## config.mk

```make
export PLATFORM = sky130hd
export DESIGN_NAME = clock_counters
export DESIGN_NICKNAME = d
export VERILOG_FILES = /design/src/rtl/clock_counters.sv
export SDC_FILE = /design/constraint.sdc
export NUM_CORES = 1
export LEC_CHECK = 0
export BUFFER_PORTS_ARGS = -buffer_cell sky130_fd_sc_hd__buf_4
export CORE_AREA = 2 2 77 42
export DETAILED_ROUTE_END_ITERATION = 10
export DIE_AREA = 0 0 79 44
export PLACE_DENSITY = 0.66
export SETUP_SLACK_MARGIN = 0.4
export SYNTH_ARGS = -nofsm -noshare
export SYNTH_HDL_FRONTEND = slang
export SYNTH_SLANG_ARGS = --single-unit
```

## constraint.sdc

```tcl
create_clock -name i_Clock -period 3 [get_ports i_Clock]
set_input_delay 0.6 -clock i_Clock [delete_from_list [all_inputs] [get_ports i_Clock]]
set_output_delay 0.6 -clock i_Clock [all_outputs]
set_load 0.05 [all_outputs]
```

## src/rtl/clock_counters.sv

```systemverilog
// 24-hour BCD time-of-day counter (HH:MM:SS) with a run mode driven by a
// seconds tick and a manual set mode that steps minutes and hours directly.
module clock_counters (
    input  logic       i_Clock,
    input  logic       i_Reset_Sec,
    input  logic       i_Enable_Increment,
    input  logic       i_Enable_Count_Sec,
    input  logic       i_Enable_Count_Min,
    input  logic       i_Enable_Count_Hour,
    output logic [3:0] o_Units_Sec,
    output logic [2:0] o_Tens_Sec,
    output logic [3:0] o_Units_Min,
    output logic [2:0] o_Tens_Min,
    output logic [3:0] o_Units_Hour,
    output logic [1:0] o_Tens_Hour
);

    // Declaration initialisers give the power-up value; minutes and hours
    // have no reset input, so this is the only way they start at zero.
    logic [3:0] r_units_sec  = 4'd0;
    logic [2:0] r_tens_sec   = 3'd0;
    logic [3:0] r_units_min  = 4'd0;
    logic [2:0] r_tens_min   = 3'd0;
    logic [3:0] r_units_hour = 4'd0;
    logic [1:0] r_tens_hour  = 2'd0;

    logic w_run_mode;
    logic w_sec_step;
    logic w_sec_at_max;
    logic w_sec_wrap;
    logic w_min_step;
    logic w_min_at_max;
    logic w_min_wrap;
    logic w_hour_step;
    logic w_hour_at_max;

    assign w_run_mode    = ~i_Enable_Increment;

    assign w_sec_step    = w_run_mode & i_Enable_Count_Sec & ~i_Reset_Sec;
    assign w_sec_at_max  = (r_units_sec == 4'd9) && (r_tens_sec == 3'd5);
    assign w_sec_wrap    = w_sec_step & w_sec_at_max;

    // In set mode minutes step on their own enable and never carry into hours.
    assign w_min_step    = i_Enable_Increment ? i_Enable_Count_Min
                                              : (w_sec_wrap & i_Enable_Count_Min);
    assign w_min_at_max  = (r_units_min == 4'd9) && (r_tens_min == 3'd5);
    assign w_min_wrap    = w_run_mode & w_min_step & w_min_at_max;

    assign w_hour_step   = i_Enable_Increment ? i_Enable_Count_Hour
                                              : (w_min_wrap & i_Enable_Count_Hour);
    assign w_hour_at_max = (r_units_hour == 4'd3) && (r_tens_hour == 2'd2);

    always_ff @(posedge i_Clock) begin
        if (i_Reset_Sec) begin
            r_units_sec <= 4'd0;
            r_tens_sec  <= 3'd0;
        end else if (w_sec_step) begin
            if (r_units_sec >= 4'd9) begin
                r_units_sec <= 4'd0;
                r_tens_sec  <= (r_tens_sec >= 3'd5) ? 3'd0 : r_tens_sec + 3'd1;
            end else begin
                r_units_sec <= r_units_sec + 4'd1;
            end
        end
    end

    always_ff @(posedge i_Clock) begin
        if (w_min_step) begin
            if (r_units_min >= 4'd9) begin
                r_units_min <= 4'd0;
                r_tens_min  <= (r_tens_min >= 3'd5) ? 3'd0 : r_tens_min + 3'd1;
            end else begin
                r_units_min <= r_units_min + 4'd1;
            end
        end
    end

    // Hours roll 23->00 before the units 9->0 rule so 2x never passes 3.
    always_ff @(posedge i_Clock) begin
        if (w_hour_step) begin
            if (w_hour_at_max || (r_tens_hour > 2'd2)) begin
                r_units_hour <= 4'd0;
                r_tens_hour  <= 2'd0;
            end else if (r_units_hour >= 4'd9) begin
                r_units_hour <= 4'd0;
                r_tens_hour  <= r_tens_hour + 2'd1;
            end else begin
                r_units_hour <= r_units_hour + 4'd1;
            end
        end
    end

    assign o_Units_Sec  = r_units_sec;
    assign o_Tens_Sec   = r_tens_sec;
    assign o_Units_Min  = r_units_min;
    assign o_Tens_Min   = r_tens_min;
    assign o_Units_Hour = r_units_hour;
    assign o_Tens_Hour  = r_tens_hour;

endmodule

```

==> out/qor.csv, run 1 <==
stage,metric,value,unit
run_status,status,finished clean,
finish,Antenna Cells,0,
route,total wire length,2.57,mm
sta,endpoints failing hold,0,
clock_tree,CTS buffer count,3,
route,via/cell ratio,5.06,
global_route,largest net degree at the start of global routing,13,
sta,Final TNS setup,0,ps
sta,minimum clock period,1990,ps
sta,skew final,8.97,ps
placed_design,HPWL Detailed,2.03,mm
power_and_ir_drop,maximum vdd drop,200,uV
yosys,"top cells by area, synth","edfxtp_1, ha_1, dfxtp_1",
finish,share of cells above drive strength 1,21.7,%
yosys,Post-synth top cells,"ha_1, inv_1, edfxtp_1, nor2_1",
die,IO Pins,26,
worst_setup_path,"Critical Path, Cell by Cell",ha_1 -> nand4b_1 -> or4_1 -> a21boi_1,
finish,Final Net Count,164,
worst_setup_path,FF-to-FF setup slack,1010,ps
die,starting density of the core,42.4,%
sta,Max transition margin,64.7,%
worst_setup_path,FF-to-FF path depth,4,
yosys,Synth Flop Type,edfxtp_1,
die,Placeable Area,0.00284,mm^2
sta,Fmax,0.502,GHz
placed_design,Post-Place Cells,179,
clock_tree,# clock sinks,20,
placed_design,Port-buffer cells,25,
worst_setup_path,"Max FO, Critical Path",7,
yosys,Syn Area/Cell,10.5,um^2
yosys,Mapped Area,0.00120,mm^2
clock_tree,Root Driver,clkbuf_8,
placed_design,placed cell areas,0.00144,mm^2
clock_tree,Clock H-tree levels,1,
worst_setup_path,Crit. End Element,register,
min_path,HP Class,reg2reg,
finish,area grow syn2layout,23.2,%
sta,Setup WS post-layout,1010,ps
flow_run,Max Cap Viol,0,
finish,post-route insts no fill,183,
die,die height,44,um
clock_tree,TritonCTS clock tree,yes,
global_route,GRT overflow,0,
sta,"Setup violations, final",0,
yosys,Post-Syn Nets,135,
min_path,Hold Crit Depth,2,
clock_tree,post-CTS setup buffer count,0,
worst_setup_path,WS Path Type,reg2reg,
global_route,first-pass GRT wire length,4.24,mm
yosys,top-area cell type share of the netlist area,32.5,%
finish,post-route cell area,0.00148,mm^2
route,DRT iter0 DRCs,32,
clock_tree,worst skew pair latency,260,ps
placed_design,RePlAce Congestion,0.742,
worst_setup_path,CP max stage cell,or4_1,
die,Rows,14,
route,First-pass DRT Iterations,4,
clock_tree,"Reg clk slew, reported paths",80,ps
route,DR WL/cell,14.0,um
worst_setup_path,worst endpoint required time,2950,ps
sta,RSZ-0062 raised after global routing,false,
route,Post-route DRC,0,
clock_tree,CTS max path bufs,2,
route,Via Count,926,
worst_setup_path,Critical Path AT,1940,ps
worst_setup_path,Worst path max stage delay,550,ps
die,DIE AREA,0.00348,mm^2
yosys,number of synthesized register bits,20,
sta,Final Cycle Share,66.4,%
yosys,Synth area leader,edfxtp_1,
global_route,number of global-route vias before repair,897,
clock_tree,cts repair resizes,0,
yosys,number of flops mapped to enable cells by yosys,13,
sta,Slew @ Worst Pin,527,ps
global_route,Overall Global Routing Usage,16.1,%
worst_setup_path,Worst setup SP type,register,
finish,Layout Utilization,52.2,%
yosys,Synth Warn #,0,
sta,Fin Hold WS,550,ps
power_and_ir_drop,Final Power,0.579,mW
route,ANT nets after route,0,
yosys,distinct cell type count after synthesis,32,
placed_design,DP Worst Slack,841,ps
yosys,register area share after synthesis,44.1,%
global_route,antenna violations before repair,0,
die,die extent in x,79,um
clock_tree,hold_buf cts,0,
sta,fin. max-slew vios,0,
power_and_ir_drop,leak pwr,0.618,nW
power_and_ir_drop,Power Dens Cells,391,mW/mm^2
yosys,post-synthesis cell count,115,
yosys,share of flip-flops with an asynchronous set or reset,0,%
sequential cells by signal (all words and copies together), names as in the netlist:
register / flops
o_Tens_Hour: 2
o_Tens_Sec: 3
o_Units_Sec: 4
o_Tens_Min: 3
o_Units_Hour: 4
o_Units_Min: 4
cells in the final DEF (no fill, tap or decap):
master / Yosys / routed
nand2b_1: 7 / 7
nor3_2: 1 / 1
nor3_1: 2 / 2
inv_1: 14 / 14
o211a_1: 1 / 1
or3b_1: 1 / 1
mux2i_1: 2 / 2
dfxtp_1: 7 / 7
nand2_1: 2 / 2
o211ai_1: 1 / 1
a21boi_1: 1 / 1
nor2b_1: 2 / 2
nand4b_1: 3 / 3
nand4bb_1: 1 / 1
o21a_1: 2 / 2
nor3b_1: 4 / 4
ha_1: 14 / 14
nand3_1: 4 / 4
or4_1: 1 / 1
nor2_1: 12 / 12
xnor2_1: 5 / 5
o31ai_1: 2 / 2
buf_4: 0 / 25
a211oi_2: 1 / 1
or3_1: 1 / 1
o2bb2ai_1: 1 / 1
clkbuf_8: 0 / 3
edfxtp_1: 13 / 13
and4bb_2: 1 / 1
nand3b_1: 1 / 1
o21ai_0: 4 / 4
clkinv_1: 0 / 1
nor4_1: 2 / 2
o221ai_1: 1 / 1
cell families after synthesis:
logic type                 after synthesis  synth area share, %
and+or+nand+nor                         45                 22.6
DFF                                     20                 44.1
buffers and inverters                   15                 4.68
AOI/OAI and AO/OA                       14                 8.74
adders and majority gates               14                 14.6
xor gates and xnor gates                 5                 3.64
muxes                                    2                 1.66
final timing paths:
check,startpoint,end
max reg2reg,o_Tens_Sec[0],o_Tens_Hour[0]
min reg2reg,o_Tens_Sec[2],o_Tens_Sec[2]
max,o_Tens_Sec[0],o_Tens_Hour[0]
min,o_Tens_Sec[2],o_Tens_Sec[2]
metal layers:
metal / vias up / global-route usage, % / share of wire, %
li1: 463 / - / -
met1: 444 / 22.6 / 52
met2: 17 / 26.1 / 44
met3: 2 / 4.38 / 4.4
met4: 0 / 2.07 / 0.39
met5: - / 0 / 0
cell type report:
type | count | area, um^2
clock inverter | 1 | 3.75
sequential | 20 | 531
inverter | 14 | 52.6
multi-input combinational | 80 | 616
fill | 263 | 1360
timing repair buffer | 25 | 188
tap | 40 | 50.0
clock buffer | 3 | 41.3
power by group:
group | internal, mW | leakage [nW] | switching [mW] | total, mW
clock network | 0.0912 | 0.0231 | 0.0876 | 0.179
logic | 0.0310 | 0.415 | 0.0561 | 0.0871
registers | 0.303 | 0.180 | 0.0102 | 0.313
worst max-delay path, delay by kind of cell, from the launching register on:
kind / cells / cell delay [ps]
and+or+nand+nor: 2 / 680
DFF: 1 / 460
AOI/OAI and AO/OA: 1 / 280
adders and majority gates: 1 / 250
No activity file was read; power rests on OpenSTA's default activity.
==> run 2: changes to the inputs <==
- ABC_AREA: not set -> 1
- CORE_AREA: 2 2 77 42 -> 2 2 76 42
- DIE_AREA: 0 0 79 44 -> 0 0 78 44
- clock period: 3 -> 1.95 ns (I/O delays scaled with it)
==> out/qor.csv, run 2 <==
stage,metric,value,unit
finish,"commonest non-fill, non-tap cell in the layout",buf_4,
placed_design,Port-buffer cells,25,
yosys,Synth Flop Type,edfxtp_1,
route,total wire length,2.35,mm
power_and_ir_drop,leak pwr,0.735,nW
route,Via Count,935,
yosys,share of flip-flops with an asynchronous set or reset,0,%
yosys,post-synthesis cell count,133,
run_status,status,finished clean,
sta,Slew @ Worst Pin,226,ps
die,Rows,14,
placed_design,DP Worst Slack,340,ps
global_route,number of global-route vias before repair,828,
die,die extent in x,78,um
global_route,first-pass GRT wire length,3.88,mm
yosys,number of flops mapped to enable cells by yosys,13,
sta,RSZ-0062 raised after global routing,true,
worst_setup_path,Worst setup SP type,register,
die,die height,44,um
route,DR WL/cell,11.4,um
global_route,largest net degree at the start of global routing,12,
route,DRT iter0 DRCs,48,
clock_tree,Clock H-tree levels,1,
worst_setup_path,"Max FO, Critical Path",3,
yosys,"top cells by area, synth","edfxtp_1, ha_1, dfxtp_1",
placed_design,HPWL Detailed,1.87,mm
yosys,number of synthesized register bits,20,
min_path,Hold Crit Depth,2,
worst_setup_path,FF-to-FF setup slack,390,ps
worst_setup_path,Critical Path AT,1530,ps
min_path,hold path startpoint,i_Reset_Sec,
clock_tree,CTS max path bufs,2,
finish,"commonest cells after routing, fill and taps aside","buf_4, nand2_1, nor2_1",
sta,fin. max-slew vios,0,
die,DIE AREA,0.00343,mm^2
clock_tree,"Reg clk slew, reported paths",70,ps
clock_tree,# clock sinks,20,
sta,endpoints failing hold,0,
die,IO Pins,26,
yosys,Post-Syn Nets,153,
global_route,GRT overflow,0,
worst_setup_path,FF-to-FF path depth,8,
yosys,register area share after synthesis,44.6,%
route,via/cell ratio,4.54,
yosys,Synth area leader,edfxtp_1,
power_and_ir_drop,Final Power,0.882,mW
yosys,Synth Warn #,0,
yosys,Syn Area/Cell,8.94,um^2
global_route,antenna violations before repair,0,
yosys,distinct cell type count after synthesis,24,
finish,area grow syn2layout,30.7,%
worst_setup_path,worst endpoint required time,1910,ps
worst_setup_path,reg2reg end,o_Tens_Hour[0],
yosys,Post-synth top cells,"inv_1, nand2_1, nor2_1, ha_1, edfxtp_1",
sta,Fmax,0.640,GHz
sta,Setup WS post-layout,388,ps
sta,Final TNS setup,0,ps
sta,minimum clock period,1560,ps
route,First-pass DRT Iterations,4,
die,Placeable Area,0.00280,mm^2
finish,Layout Utilization,55.4,%
clock_tree,TritonCTS clock tree,yes,
global_route,Overall Global Routing Usage,14.9,%
placed_design,Post-Place Cells,198,
finish,post-route insts no fill,206,
finish,share of cells above drive strength 1,34.9,%
min_path,worst hold endpoint,o_Tens_Sec[2],
finish,Final Net Count,187,
sta,Max transition margin,84.9,%
yosys,Mapped Area,0.00119,mm^2
worst_setup_path,Crit. End Element,register,
die,starting density of the core,42.4,%
clock_tree,Root Driver,clkbuf_8,
route,Post-route DRC,0,
route,ANT nets after route,0,
worst_setup_path,FF-to-FF Start,o_Units_Sec[1],
placed_design,placed cell areas,0.00144,mm^2
sta,Final Cycle Share,80.1,%
yosys,top-area cell type share of the netlist area,32.8,%
finish,post-route cell area,0.00155,mm^2
clock_tree,worst skew pair latency,250,ps
sta,Fin Hold WS,306,ps
placed_design,RePlAce Congestion,0.836,
worst_setup_path,WS Path Type,reg2reg,
sta,skew final,2.92,ps
sta,"Setup violations, final",0,
flow_run,Max Cap Viol,0,
power_and_ir_drop,Power Dens Cells,568,mW/mm^2
min_path,HP Class,in2reg,
clock_tree,CTS buffer count,3,
finish,Antenna Cells,0,
power_and_ir_drop,maximum vdd drop,256,uV
==> run 2: cell types whose count changed after synthesis, sizes merged, moves of 4 or more <==
cell    delta
nand2     +19
inv       +11
nor2      +10
nand2b     -7
a21oi      +5
nor3b      -4
==> run 2: area by class of cell <==
cell class | count | area (um^2)
inverter | 25 | 96.3
clock buffer | 3 | 41.3
fill | 261 | 1250
multi-input combinational | 88 | 597
tap | 40 | 50.0
timing repair buffer | 29 | 225
sequential | 20 | 541
clock inverter | 1 | 3.75
==> run 2: routing by layer <==
metal	wire length, um	share of wire, %	track usage (%)
met3	120	5.1	5.63
met4	13	0.55	3.16
met5	0	0	0
met1	1200	51	20.7
met2	1020	43	22.2
==> run 2: worst max path at each step <==
stage / startpoint / depth (start not counted) / slack, ps / endpoint
detailed placement: o_Units_Sec[1] / 8 / 340 / o_Tens_Min[2]
CTS: o_Units_Sec[1] / 8 / 420 / o_Tens_Min[2]
floorplan: o_Units_Min[0] / 5 / 230 / o_Tens_Hour[0]
finish: o_Units_Sec[1] / 8 / 390 / o_Tens_Hour[0]
global route: o_Units_Sec[1] / 8 / 300 / o_Tens_Hour[1]
global placement: o_Units_Sec[1] / 8 / 370 / o_Tens_Min[2]
==> run 2: report_power, final <==
group          switching (mW)  internal (mW)
combinational          0.0854         0.0497
sequential             0.0149          0.463
clock                   0.129          0.140
total                   0.229          0.653
==> run 2: cells by family (layout without fill, tap and decap cells) <==
kind of cell | Yosys count | count (layout) | share of synthesized area (%)
buffers and inverters | 25 | 58 | 7.89
AO/OA/AOI/OAI | 13 | 13 | 6.11
adder cells (fa/ha/maj) | 14 | 14 | 14.7
AND/OR/NAND/NOR | 55 | 55 | 22.2
XOR/XNOR | 6 | 6 | 4.42
flip-flops | 20 | 20 | 44.6
==> run 2: critical path: stages, from the launching register on <==
cell,delay (ps)
dfxtp_4,360
inv_4,60
ha_4,130
nand2_2,50
nor2_2,110
nand2_1,70
nor2_2,120
nand4_1,150
a21oi_2,210
==> run 2: what timing repair did <==
action | 4_1_cts | 5_1_grt
pin swaps | 1 | 6
setup buffers | 2 | 2
gates resized for setup | 3 | 10
endpoints found under the setup margin | 5 | 13
hold buffers | 0 | 0
==> run 3: changes to the inputs <==
- clock period: 1.95 -> 1.6 ns (I/O delays scaled with it)
==> out/qor.csv, run 3 (synthesized netlist as in run 2, its figures left out) <==
stage,metric,value,unit
clock_tree,hold_buf cts,0,
die,IO Pins,26,
route,DR WL/cell,14.1,um
worst_setup_path,Crit. End Element,register,
worst_setup_path,crit path launch,o_Units_Sec[1],
global_route,first-pass GRT wire length,4.79,mm
route,ANT nets after route,0,
placed_design,Port-buffer cells,25,
worst_setup_path,"Critical Path, Cell by Cell",inv_4 -> ha_4 -> nand2_2 -> nor2_2 -> nand2_1 -> nor2_2 -> o21a_2 -> and2_4,
power_and_ir_drop,Power Dens Cells,591,mW/mm^2
route,DRT iter0 DRCs,84,
clock_tree,TritonCTS clock tree,yes,
global_route,Overall Global Routing Usage,18.4,%
global_route,antenna violations before repair,0,
clock_tree,Root Driver,clkbuf_8,
sta,endpoints failing hold,0,
die,DIE AREA,0.00343,mm^2
worst_setup_path,cell mode on critical path,nor2_2,
route,DR top layer,met4,
worst_setup_path,Critical Path AT,1500,ps
finish,share of cells above drive strength 1,58.4,%
clock_tree,# clock sinks,20,
global_route,number of global-route vias before repair,1088,
die,die extent in x,78,um
die,starting density of the core,42.4,%
route,wl on met1,1.45,mm
route,First-pass DRT Iterations,4,
route,Post-route DRC,0,
route,total wire length,3.23,mm
global_route,largest net degree at the start of global routing,12,
placed_design,HPWL Detailed,1.96,mm
worst_setup_path,WS Path Type,reg2reg,
sta,skew final,6.67,ps
sta,Final Cycle Share,95.0,%
route,Via Count,1097,
worst_setup_path,FF-to-FF path depth,8,
worst_setup_path,CP max stage cell,dfxtp_4,
sta,RSZ-0062 raised after global routing,true,
worst_setup_path,crit path to,o_Tens_Min[2],
finish,Antenna Cells,0,
power_and_ir_drop,maximum vdd drop,598,uV
sta,fin. max-slew vios,0,
finish,area grow syn2layout,66.7,%
finish,post-route cell area,0.00198,mm^2
flow_run,Max Cap Viol,0,
power_and_ir_drop,leak pwr,0.892,nW
worst_setup_path,"Max FO, Critical Path",3,
finish,"commonest cells after routing, fill and taps aside","buf_4, buf_6, inv_1, nand2_1, nor2_1",
placed_design,placed cell areas,0.00150,mm^2
route,metal2 WL,1.53,mm
min_path,Hold Crit Depth,2,
finish,Final Net Count,211,
die,die height,44,um
sta,minimum clock period,1520,ps
placed_design,RePlAce Congestion,0.770,
min_path,HP Class,in2reg,
worst_setup_path,FF-to-FF Start,o_Units_Sec[1],
clock_tree,Clock H-tree levels,1,
sta,Slew @ Worst Pin,229,ps
global_route,GRT overflow,0,
worst_setup_path,Worst setup SP type,register,
clock_tree,worst skew pair latency,260,ps
sta,Fmax,0.658,GHz
finish,"commonest non-fill, non-tap cell in the layout",buf_4,
route,via/cell ratio,4.77,
worst_setup_path,FF-to-FF setup slack,80,ps
route,DR WL met3,207,um
clock_tree,CTS max path bufs,2,
die,Placeable Area,0.00280,mm^2
sta,Max transition margin,84.8,%
min_path,hold path startpoint,i_Reset_Sec,
clock_tree,CTS buffer count,3,
clock_tree,"Reg clk slew, reported paths",80,ps
die,Rows,14,
finish,Layout Utilization,70.7,%
worst_setup_path,worst endpoint required time,1580,ps
worst_setup_path,Worst path max stage delay,360,ps
sta,"Setup violations, final",0,
power_and_ir_drop,Final Power,1.17,mW
worst_setup_path,reg2reg end,o_Tens_Min[2],
run_status,status,finished clean,
==> run 3: changes by cell type in the layout (fill, tap and decap cells not counted), sizes merged <==
cell / previous run / this run
buf: 29 / 53
==> run 3: layout make-up <==
type	count	area (um^2)
inverters	25	98.8
fillers	209	821
clock inverters	1	3.75
repair buffers	53	503
multi-input cells	88	736
flip-flops and latches	20	549
clock buffers	3	41.3
well taps	40	50.0
==> run 3: how the worst min path moves through the flow <==
stage               slack (ps)             to
global placement           490  o_Tens_Sec[2]
CTS                        230  o_Tens_Sec[2]
global route               230  o_Tens_Sec[2]
finish                     230  o_Tens_Sec[2]
floorplan                  380  o_Tens_Sec[2]
detailed placement         500  o_Tens_Sec[2]
==> run 3: stage by stage <==
stage / setup WS (ps) / setup TNS, ps / instances / hold WS [ps]
2_1_floorplan: -124 / -690 / 133 / 382
3_3_place_gp: 120 / 0 / 200 / 488
3_5_place_dp: 57.7 / 0 / 200 / 497
4_1_cts: 130 / 0 / 217 / 230
5_1_grt: -10.8 / -42.3 / 230 / 228
6_report: 80.6 / 0 / 230 / 227
==> run 3: power by group <==
group | switching [mW] | total (mW) | internal [mW]
logic | 0.136 | 0.250 | 0.113
clock network | 0.170 | 0.341 | 0.171
registers | 0.0194 | 0.580 | 0.561
total | 0.326 | 1.17 | 0.845
==> run 3: worst max-delay path: cells and delay by family (launching register included) <==
family	cells	cell delay [ps]
compound gates	1	200
fa+ha+maj	1	140
buf+inv	1	60
flops	1	360
simple gates	5	470
==> run 3: what timing repair did <==
action                     4_1_cts  5_1_grt
pin swaps                       10        4
resized for setup               33       31
buffers inserted                13       13
setup endpoints to repair       42       50
==> run 3: metal layers <==
metal,vias to the layer above,GRT usage [%]
met5,-,0
met4,0,4.91
met3,6,6.88
met2,34,30.3
met1,518,23.2
li1,539,-
